**config.mk**
```make
export PLATFORM = sky130hd
export DESIGN_NAME = axi_address_channel_responder_flat
export DESIGN_NICKNAME = d
export VERILOG_FILES = /design/src/rtl/axi_addr_pkg.sv /design/src/rtl/axi_address_channel_responder_if.sv /design/src/rtl/axi_beat_addr_gen.sv /design/src/rtl/axi_address_channel_responder.sv /design/src/flat_wrapper.sv
export SDC_FILE = /design/constraint.sdc
export NUM_CORES = 1
export LEC_CHECK = 0
export CAP_MARGIN = 10
export CORE_MARGIN = 5
export CORE_UTILIZATION = 35
export CTS_CLUSTER_SIZE = 16
export DETAILED_ROUTE_END_ITERATION = 8
export PLACE_DENSITY = 0.63
export REMOVE_ABC_BUFFERS = 1
export SYNTH_ARGS = -nofsm -noshare
export SYNTH_HDL_FRONTEND = slang
export SYNTH_SLANG_ARGS = --single-unit
```
**constraint.sdc**
```tcl
create_clock -name clk -period 2.85 [get_ports clk]
set_input_delay 0.855 -clock clk [delete_from_list [all_inputs] [get_ports clk]]
set_output_delay 0.855 -clock clk [all_outputs]
set_load 0.02 [all_outputs]
```
**src/rtl/axi_addr_pkg.sv**
```systemverilog
// Shared encodings and the 4KB legality helper for the AXI address-channel responder.
package axi_addr_pkg;

  localparam logic [1:0] BURST_FIXED = 2'b00;
  localparam logic [1:0] BURST_INCR  = 2'b01;
  localparam logic [1:0] BURST_WRAP  = 2'b10;

  localparam int unsigned BOUNDARY_4K = 4096;

  // Values double as the current_state_out encoding.
  typedef enum logic [2:0] {
    StReset = 3'b000,
    StIdle  = 3'b001,
    StBurst = 3'b010,
    StError = 3'b011
  } state_e;

  // True when an INCR burst from the size-aligned start would run past a 4KB page.
  function automatic logic crosses_4k(input logic [31:0] addr, input logic [7:0] len,
                                      input logic [2:0] size);
    logic [31:0] aligned;
    logic [31:0] span;
    aligned = addr & ~((32'd1 << size) - 32'd1);
    span    = ({24'd0, len} + 32'd1) << size;
    return ({20'd0, aligned[11:0]} + span) > BOUNDARY_4K;
  endfunction

endpackage

```
**src/rtl/axi_address_channel_responder_if.sv**
```systemverilog
// Address-channel inputs plus the beat-descriptor handshake toward the data engine.
interface axi_address_channel_responder_if #(
  parameter int unsigned ID_WIDTH = 4
);
  logic [ID_WIDTH-1:0] AxID;
  logic [31:0]         AxADDR;
  logic [7:0]          AxLEN;
  logic [2:0]          AxSIZE;
  logic [1:0]          AxBURST;
  logic                AxVALID;
  logic                AxREADY;
  logic                beat_valid;
  logic                beat_ready;
  logic [31:0]         beat_addr;
  logic [ID_WIDTH-1:0] beat_id;
  logic [7:0]          beat_index;
  logic                beat_last;
  logic                beat_err;

  modport master (
    output AxID, AxADDR, AxLEN, AxSIZE, AxBURST, AxVALID, beat_ready,
    input  AxREADY, beat_valid, beat_addr, beat_id, beat_index, beat_last, beat_err
  );

  modport slave (
    input  AxID, AxADDR, AxLEN, AxSIZE, AxBURST, AxVALID, beat_ready,
    output AxREADY, beat_valid, beat_addr, beat_id, beat_index, beat_last, beat_err
  );
endinterface

```
**src/rtl/axi_beat_addr_gen.sv**
```systemverilog
// Combinational next-beat address: FIXED holds, otherwise step from the size-aligned address.
module axi_beat_addr_gen
  import axi_addr_pkg::*;
(
  input  logic [31:0] addr,
  input  logic [2:0]  size,
  input  logic [1:0]  burst,
  output logic [31:0] next_addr
);
  logic [31:0] bytes;

  always_comb begin
    bytes = 32'd1 << size;
    if (burst == BURST_FIXED) begin
      next_addr = addr;
    end else begin
      next_addr = (addr & ~(bytes - 32'd1)) + bytes;
    end
  end
endmodule

```
**src/rtl/axi_address_channel_responder.sv**
```systemverilog
// Accepts one AXI address transfer, checks legality, then emits one descriptor per data beat.
module axi_address_channel_responder
  import axi_addr_pkg::*;
#(
  parameter int unsigned ID_WIDTH = 4,
  parameter int unsigned MAX_SIZE = 2
) (
  input  logic                             clk,
  input  logic                             resetn,
  axi_address_channel_responder_if.slave   bus,
  output logic                             busy,
  output logic [2:0]                       current_state_out
);
  state_e              state_q;
  logic                ax_ready_q;
  logic                beat_valid_q;
  logic [31:0]         addr_q;
  logic [ID_WIDTH-1:0] id_q;
  logic [7:0]          index_q;
  logic                last_q;
  logic                err_q;
  logic                busy_q;
  logic [7:0]          len_q;
  logic [2:0]          size_q;
  logic [1:0]          burst_q;
  logic [31:0]         next_addr;
  logic                illegal;

  always_comb begin
    illegal = 1'b0;
    if (bus.AxBURST == BURST_WRAP || bus.AxBURST == 2'b11) illegal = 1'b1;
    if (32'(bus.AxSIZE) > MAX_SIZE) illegal = 1'b1;
    if (bus.AxBURST == BURST_INCR && crosses_4k(bus.AxADDR, bus.AxLEN, bus.AxSIZE)) begin
      illegal = 1'b1;
    end
  end

  axi_beat_addr_gen u_addr_gen (
    .addr      (addr_q),
    .size      (size_q),
    .burst     (burst_q),
    .next_addr (next_addr)
  );

  always_ff @(posedge clk or negedge resetn) begin
    if (!resetn) begin
      state_q      <= StReset;
      ax_ready_q   <= 1'b0;
      beat_valid_q <= 1'b0;
      addr_q       <= '0;
      id_q         <= '0;
      index_q      <= '0;
      last_q       <= 1'b0;
      err_q        <= 1'b0;
      busy_q       <= 1'b0;
      len_q        <= '0;
      size_q       <= '0;
      burst_q      <= '0;
    end else begin
      case (state_q)
        StReset: begin
          state_q    <= StIdle;
          ax_ready_q <= 1'b1;
        end
        StIdle: begin
          if (bus.AxVALID) begin
            id_q         <= bus.AxID;
            addr_q       <= bus.AxADDR;
            len_q        <= bus.AxLEN;
            size_q       <= bus.AxSIZE;
            burst_q      <= bus.AxBURST;
            index_q      <= '0;
            last_q       <= (bus.AxLEN == 8'd0);
            err_q        <= illegal;
            ax_ready_q   <= 1'b0;
            beat_valid_q <= 1'b1;
            busy_q       <= 1'b1;
            state_q      <= illegal ? StError : StBurst;
          end
        end
        StBurst, StError: begin
          if (beat_valid_q && bus.beat_ready) begin
            if (last_q) begin
              state_q      <= StIdle;
              ax_ready_q   <= 1'b1;
              beat_valid_q <= 1'b0;
              busy_q       <= 1'b0;
              last_q       <= 1'b0;
              err_q        <= 1'b0;
            end else begin
              index_q <= index_q + 8'd1;
              last_q  <= ((index_q + 8'd1) == len_q);
              // Rejected bursts keep reporting the captured address on every beat.
              if (state_q == StBurst) addr_q <= next_addr;
            end
          end
        end
        default: state_q <= StReset;
      endcase
    end
  end

  assign bus.AxREADY        = ax_ready_q;
  assign bus.beat_valid     = beat_valid_q;
  assign bus.beat_addr      = addr_q;
  assign bus.beat_id        = id_q;
  assign bus.beat_index     = index_q;
  assign bus.beat_last      = last_q;
  assign bus.beat_err       = err_q;
  assign busy               = busy_q;
  assign current_state_out  = state_q;
endmodule
```
**src/flat_wrapper.sv**
```systemverilog
// flat-port wrapper written by rule: the top's interface ports become plain ports
module axi_address_channel_responder_flat import axi_addr_pkg::*;
#(
  parameter int unsigned ID_WIDTH = 4,
  parameter int unsigned MAX_SIZE = 2
)
  (clk, resetn, busy, current_state_out, bus_AxID, bus_AxADDR, bus_AxLEN, bus_AxSIZE, bus_AxBURST, bus_AxVALID, bus_beat_ready, bus_AxREADY, bus_beat_valid, bus_beat_addr, bus_beat_id, bus_beat_index, bus_beat_last, bus_beat_err);
  axi_address_channel_responder_if #(.ID_WIDTH(ID_WIDTH)) bus_i ();
  input  logic clk;
  input  logic resetn;
  output logic busy;
  output logic [2:0] current_state_out;
  input wire logic [$bits(bus_i.AxID)-1:0] bus_AxID;
  input wire logic [$bits(bus_i.AxADDR)-1:0] bus_AxADDR;
  input wire logic [$bits(bus_i.AxLEN)-1:0] bus_AxLEN;
  input wire logic [$bits(bus_i.AxSIZE)-1:0] bus_AxSIZE;
  input wire logic [$bits(bus_i.AxBURST)-1:0] bus_AxBURST;
  input wire logic [$bits(bus_i.AxVALID)-1:0] bus_AxVALID;
  input wire logic [$bits(bus_i.beat_ready)-1:0] bus_beat_ready;
  output wire logic [$bits(bus_i.AxREADY)-1:0] bus_AxREADY;
  output wire logic [$bits(bus_i.beat_valid)-1:0] bus_beat_valid;
  output wire logic [$bits(bus_i.beat_addr)-1:0] bus_beat_addr;
  output wire logic [$bits(bus_i.beat_id)-1:0] bus_beat_id;
  output wire logic [$bits(bus_i.beat_index)-1:0] bus_beat_index;
  output wire logic [$bits(bus_i.beat_last)-1:0] bus_beat_last;
  output wire logic [$bits(bus_i.beat_err)-1:0] bus_beat_err;
  assign bus_i.AxID = bus_AxID;
  assign bus_i.AxADDR = bus_AxADDR;
  assign bus_i.AxLEN = bus_AxLEN;
  assign bus_i.AxSIZE = bus_AxSIZE;
  assign bus_i.AxBURST = bus_AxBURST;
  assign bus_i.AxVALID = bus_AxVALID;
  assign bus_i.beat_ready = bus_beat_ready;
  assign bus_AxREADY = bus_i.AxREADY;
  assign bus_beat_valid = bus_i.beat_valid;
  assign bus_beat_addr = bus_i.beat_addr;
  assign bus_beat_id = bus_i.beat_id;
  assign bus_beat_index = bus_i.beat_index;
  assign bus_beat_last = bus_i.beat_last;
  assign bus_beat_err = bus_i.beat_err;
  axi_address_channel_responder #(.ID_WIDTH(ID_WIDTH), .MAX_SIZE(MAX_SIZE)) u_core (.clk(clk), .resetn(resetn), .bus(bus_i), .busy(busy), .current_state_out(current_state_out));
endmodule
```
==> results.py <==
metrics = {
    "outcome": {
        "outcome": "finished, violations left",
        "violations": "setup timing",
    },
    "setup_path": {
        "timing.critical_path.slowest_stage_cell": "sky130_fd_sc_hd__a211oi_2",
        "worstSetupEndpointType": "flop",
        "cp_cell_sequence": "buf_2 > and4_4 > and2_4 > buf_4 > a32oi_2 > mux2i_1 > buf_4 > buf_4 > buf_4 > buf_4 > buf_4 > buf_4 > buf_4 > buf_4 > buf_4 > buf_4 > buf_4 > buf_4 > buf_4 > a31o_1 > o2111a_1 > a211oi_2 > o221ai_1",
        "worst-setup-path-type": "in2reg",
        "required_ns": 3.04,
        "worst_stage_delay_on_the_critical_path_ns": 0.26,
        "critical-path-top-cell-by-count": "sky130_fd_sc_hd__buf_4",
        "timing.critical_path.arrival_ns": 4.19,
        "worst_setup_path_start_kind": "input port",
        "critPathMaxFanout": 6,
    },
    "finish": {
        "area.growth.synth_to_final_pct": 49.5,
        "fin_cells": 1071,
        "fin_nets": 951,
        "layout.cell_area.non_filler_um2": 8060,
        "insertedDiodeCount": 0,
        "fin_util_pct": 53.2,
        "fraction_of_layout_cells_with_a_size_suffix_above_1_pct": 24.8,
    },
    "pwr": {
        "power_per_cell_area_nw_per_um2": 786,
        "netSwitchingPower_w": 0.00260,
        "vdd_drop_max_mv": 0.323,
        "swShare_pct": 41.1,
        "power_share_of_the_sequential_group_pct": 27.4,
        "clock_power_share_pct": 19.6,
        "combinationalPowerShare_pct": 52.9,
        "finalPower_w": 0.00634,
        "internal_power_w": 0.00373,
        "total_leakage_power_nw": 3.59,
    },
    "place": {
        "placed_area_um2": 7170,
        "portBuffers": 103,
        "gp_congestion": 0.855,
        "post-dp-hpwl_mm": 12.8,
        "place.detailed.instances": 1021,
    },
    "yosys": {
        "ys_seq_elements": 63,
        "synth_edf_count": 0,
        "ys.warnings.count": 0,
        "synthDominantAreaCellType": "sky130_fd_sc_hd__dfrtp_1",
        "leading_post_synthesis_cells_by_instance_count": "sky130_fd_sc_hd__nand2_1 (121), sky130_fd_sc_hd__dfrtp_1 (63), sky130_fd_sc_hd__o21ai_0 (51), sky130_fd_sc_hd__nor2_1 (42), sky130_fd_sc_hd__a21oi_1 (39)",
        "netlist.area_leader.share_pct": 29.2,
        "avgSynthCellArea_um2": 7.88,
        "synth_most_common_cell": "sky130_fd_sc_hd__nand2_1",
        "synth_cells": 684,
        "ys_seq_area_share_pct": 29.2,
        "synth-async-reset-ratio_pct": 100,
        "synthTopCellsByArea": "sky130_fd_sc_hd__dfrtp_1 (29%), sky130_fd_sc_hd__nand2_1 (8.4%), sky130_fd_sc_hd__mux2i_1 (5.2%)",
        "ys_types": 82,
        "synth_area_um2": 5390,
        "dominantRegCellSynth": "sky130_fd_sc_hd__dfrtp_1",
    },
    "drt": {
        "drt_iter0_markers": 351,
        "detailedRoute.firstPassIterationCount": 4,
        "wire_per_inst_um": 16.3,
        "via_count": 5874,
        "antenna_left": 0,
        "post_drt_via_cell_ratio": 5.48,
        "drc": 0,
        "drt_wl_total_mm": 17.5,
    },
    "clock_network": {
        "clock_transition_at_the_register_clock_pins_on_the_worst_setup_and_hold_paths_after_cts_ns": 0.05,
        "cts_buffer_depth": 2,
        "cts_htree_levels": 3,
        "cts.sink_count": 63,
        "clock_tree.root_cell": "sky130_fd_sc_hd__clkbuf_16",
        "tritoncts": "done",
        "worst_skew_pair_later_pin_latency_ns": 0.33,
        "cts_made_buffers": 9,
    },
    "sta": {
        "final-setup-viol-count": 2,
        "final_critical_path_setup_slack_ns": -1.15,
        "achievable-frequency_mhz": 250,
        "maxSlewViolCount": 0,
        "slew_of_the_pin_with_the_lowest_slew_margin_ns": 0.599,
        "rsz0062_at_grt": "true",
        "timing.final.crit_share_pct": 140,
        "setup_tns_ns": -2.21,
        "finalWorstPathRequiredPeriod_ns": 4.00,
        "max_slew_margin_pct": 60.1,
        "timing.final.hold_violations": 0,
        "timing.clock.skew_ns": 0.00825,
    },
    "global_routing": {
        "grt_max_degree": 43,
        "grt.met1_usage_pct": 25.4,
        "initial_antenna_violation_count": 0,
        "grt_pass1_vias": 5849,
        "gr-usage-met3_pct": 2.40,
        "grt_pass1_wl_mm": 28.7,
        "global_route.usage.total_pct": 19.2,
        "grt_use_met2_pct": 32.3,
        "globalRoute.busiestLayer": "met2",
        "grt_overflow": 0,
    },
    "floorplan": {
        "standard_cell_row_count": 45,
        "start_util_pct": 35.6,
        "chipHeight_um": 134,
        "fp.dieArea_um2": 18000,
        "ioPinCount": 105,
        "die_w_um": 134,
        "design.core.area_um2": 15100,
    },
    "hold_path": {
        "hp-class": "reg2reg",
    },
    "run": {
        "cap_violations": 0,
    },
}
[critical path, delay by kind of cell]
| family | cells | cell delay (ns) |
|---|---|---|
| buffers and inverters | 15 | 1.85 |
| multiplexers | 1 | 0.13 |
| AND/OR/NAND/NOR | 2 | 0.39 |
| AO/OA/AOI/OAI | 5 | 0.94 |
[registers in the layout (all words and copies together) (netlist names)]
signal and cells:
u_core.bus.beat_addr 32, u_core.bus.beat_index 8, u_core.len_q 8, u_core.bus.beat_id 4, u_core.size_q 3, u_core.burst_q 2
u_core.current_state_out 2, u_core.bus.AxREADY 1, u_core.bus.beat_err 1, u_core.bus.beat_last 1, u_core.bus.beat_valid 1
[power groups by stage]
stage | logic (W) | registers [W] | clock network [W]
floorplan | 0.00142 | 0.00204 | 0
global placement | 0.00315 | 0.00172 | 0
detailed placement | 0.00320 | 0.00174 | 0
CTS | 0.00334 | 0.00173 | 0.00127
global route | 0.00369 | 0.00181 | 0.00131
finish | 0.00336 | 0.00174 | 0.00124
[layout by cell type, fill, tap and decap left out, drive strengths merged, types with 8 or more instances in the layout]
cell type and count:
buf 141, and3 16, nor3b 8, a21oi 40
nor2 42, nand3 24, and2 10, clkdlybuf4s50 91
dfrtp 63, nand2 121, xor2 12, inv 20
clkbuf 15, a31oi 8, o21ai 53, ha 19
nor2b 10, xnor2 12, mux2i 28, o22ai 23
nand2b 9, nor3 8, nand4 9
[final timing paths]
path / start / to / slack (ns) / cells past startpoint
max reg2reg: u_core.size_q[2] / u_core.bus.beat_addr[22] / 0.30 / 11
max in group asynchronous: resetn / u_core.bus.beat_id[1] / 1.68 / 2
min: u_core.bus.beat_id[1] / u_core.bus.beat_id[1] / 0.47 / 2
min reg2reg: u_core.bus.beat_id[1] / u_core.bus.beat_id[1] / 0.47 / 2
min in group asynchronous: resetn / u_core.burst_q[1] / 0.53 / 1
max: bus_AxLEN[2] / u_core.bus.beat_err / -1.15 / 23
[kinds of logic after synthesis]
group | share of synthesized area [%]
muxes | 5.41
adders and majority gates | 4.78
buffers and inverters | 6.75
other | 0.0696
and+or+nand+nor | 26.4
AOI/OAI and AO/OA | 23.4
xor gates and xnor gates | 3.90
DFF | 29.2
[routing by layer]
metal  part of all wire [%]  vias up  wire, um
met5                      0        -         0
met4                    2.4        0       411
met1                     45     2833      7870
li1                       -     2859         -
met3                    4.4       28       768
met2                     48      154      8420
[repair_timing]
item | in CTS | in global routing
pin swaps | 38 | 27
gates resized for setup | 92 | 22
setup buffers | 29 | 5
hold buffers | 0 | 0
setup endpoints to repair | 2 | 12
cloned | 0 | 0
[area by class of cell]
class                      instances  area (um2)
clock buffer                      14         284
clock inverter                     2        60.1
fill                            1428        7090
inverter                          20        75.1
multi-input combinational        548        3720
sequential                        63        1580
tap                              188         235
timing repair buffer             236        2100
[metrics by stage]
step / hold slack (ns) / setup WS [ns]
global route: 0.519 / -1.29
global placement: 0.456 / -1.99
detailed placement: 0.461 / -2.04
floorplan: 0.446 / -1.23
finish: 0.468 / -1.15
CTS: 0.474 / -1.03
(Power assumes the default switching activity.)
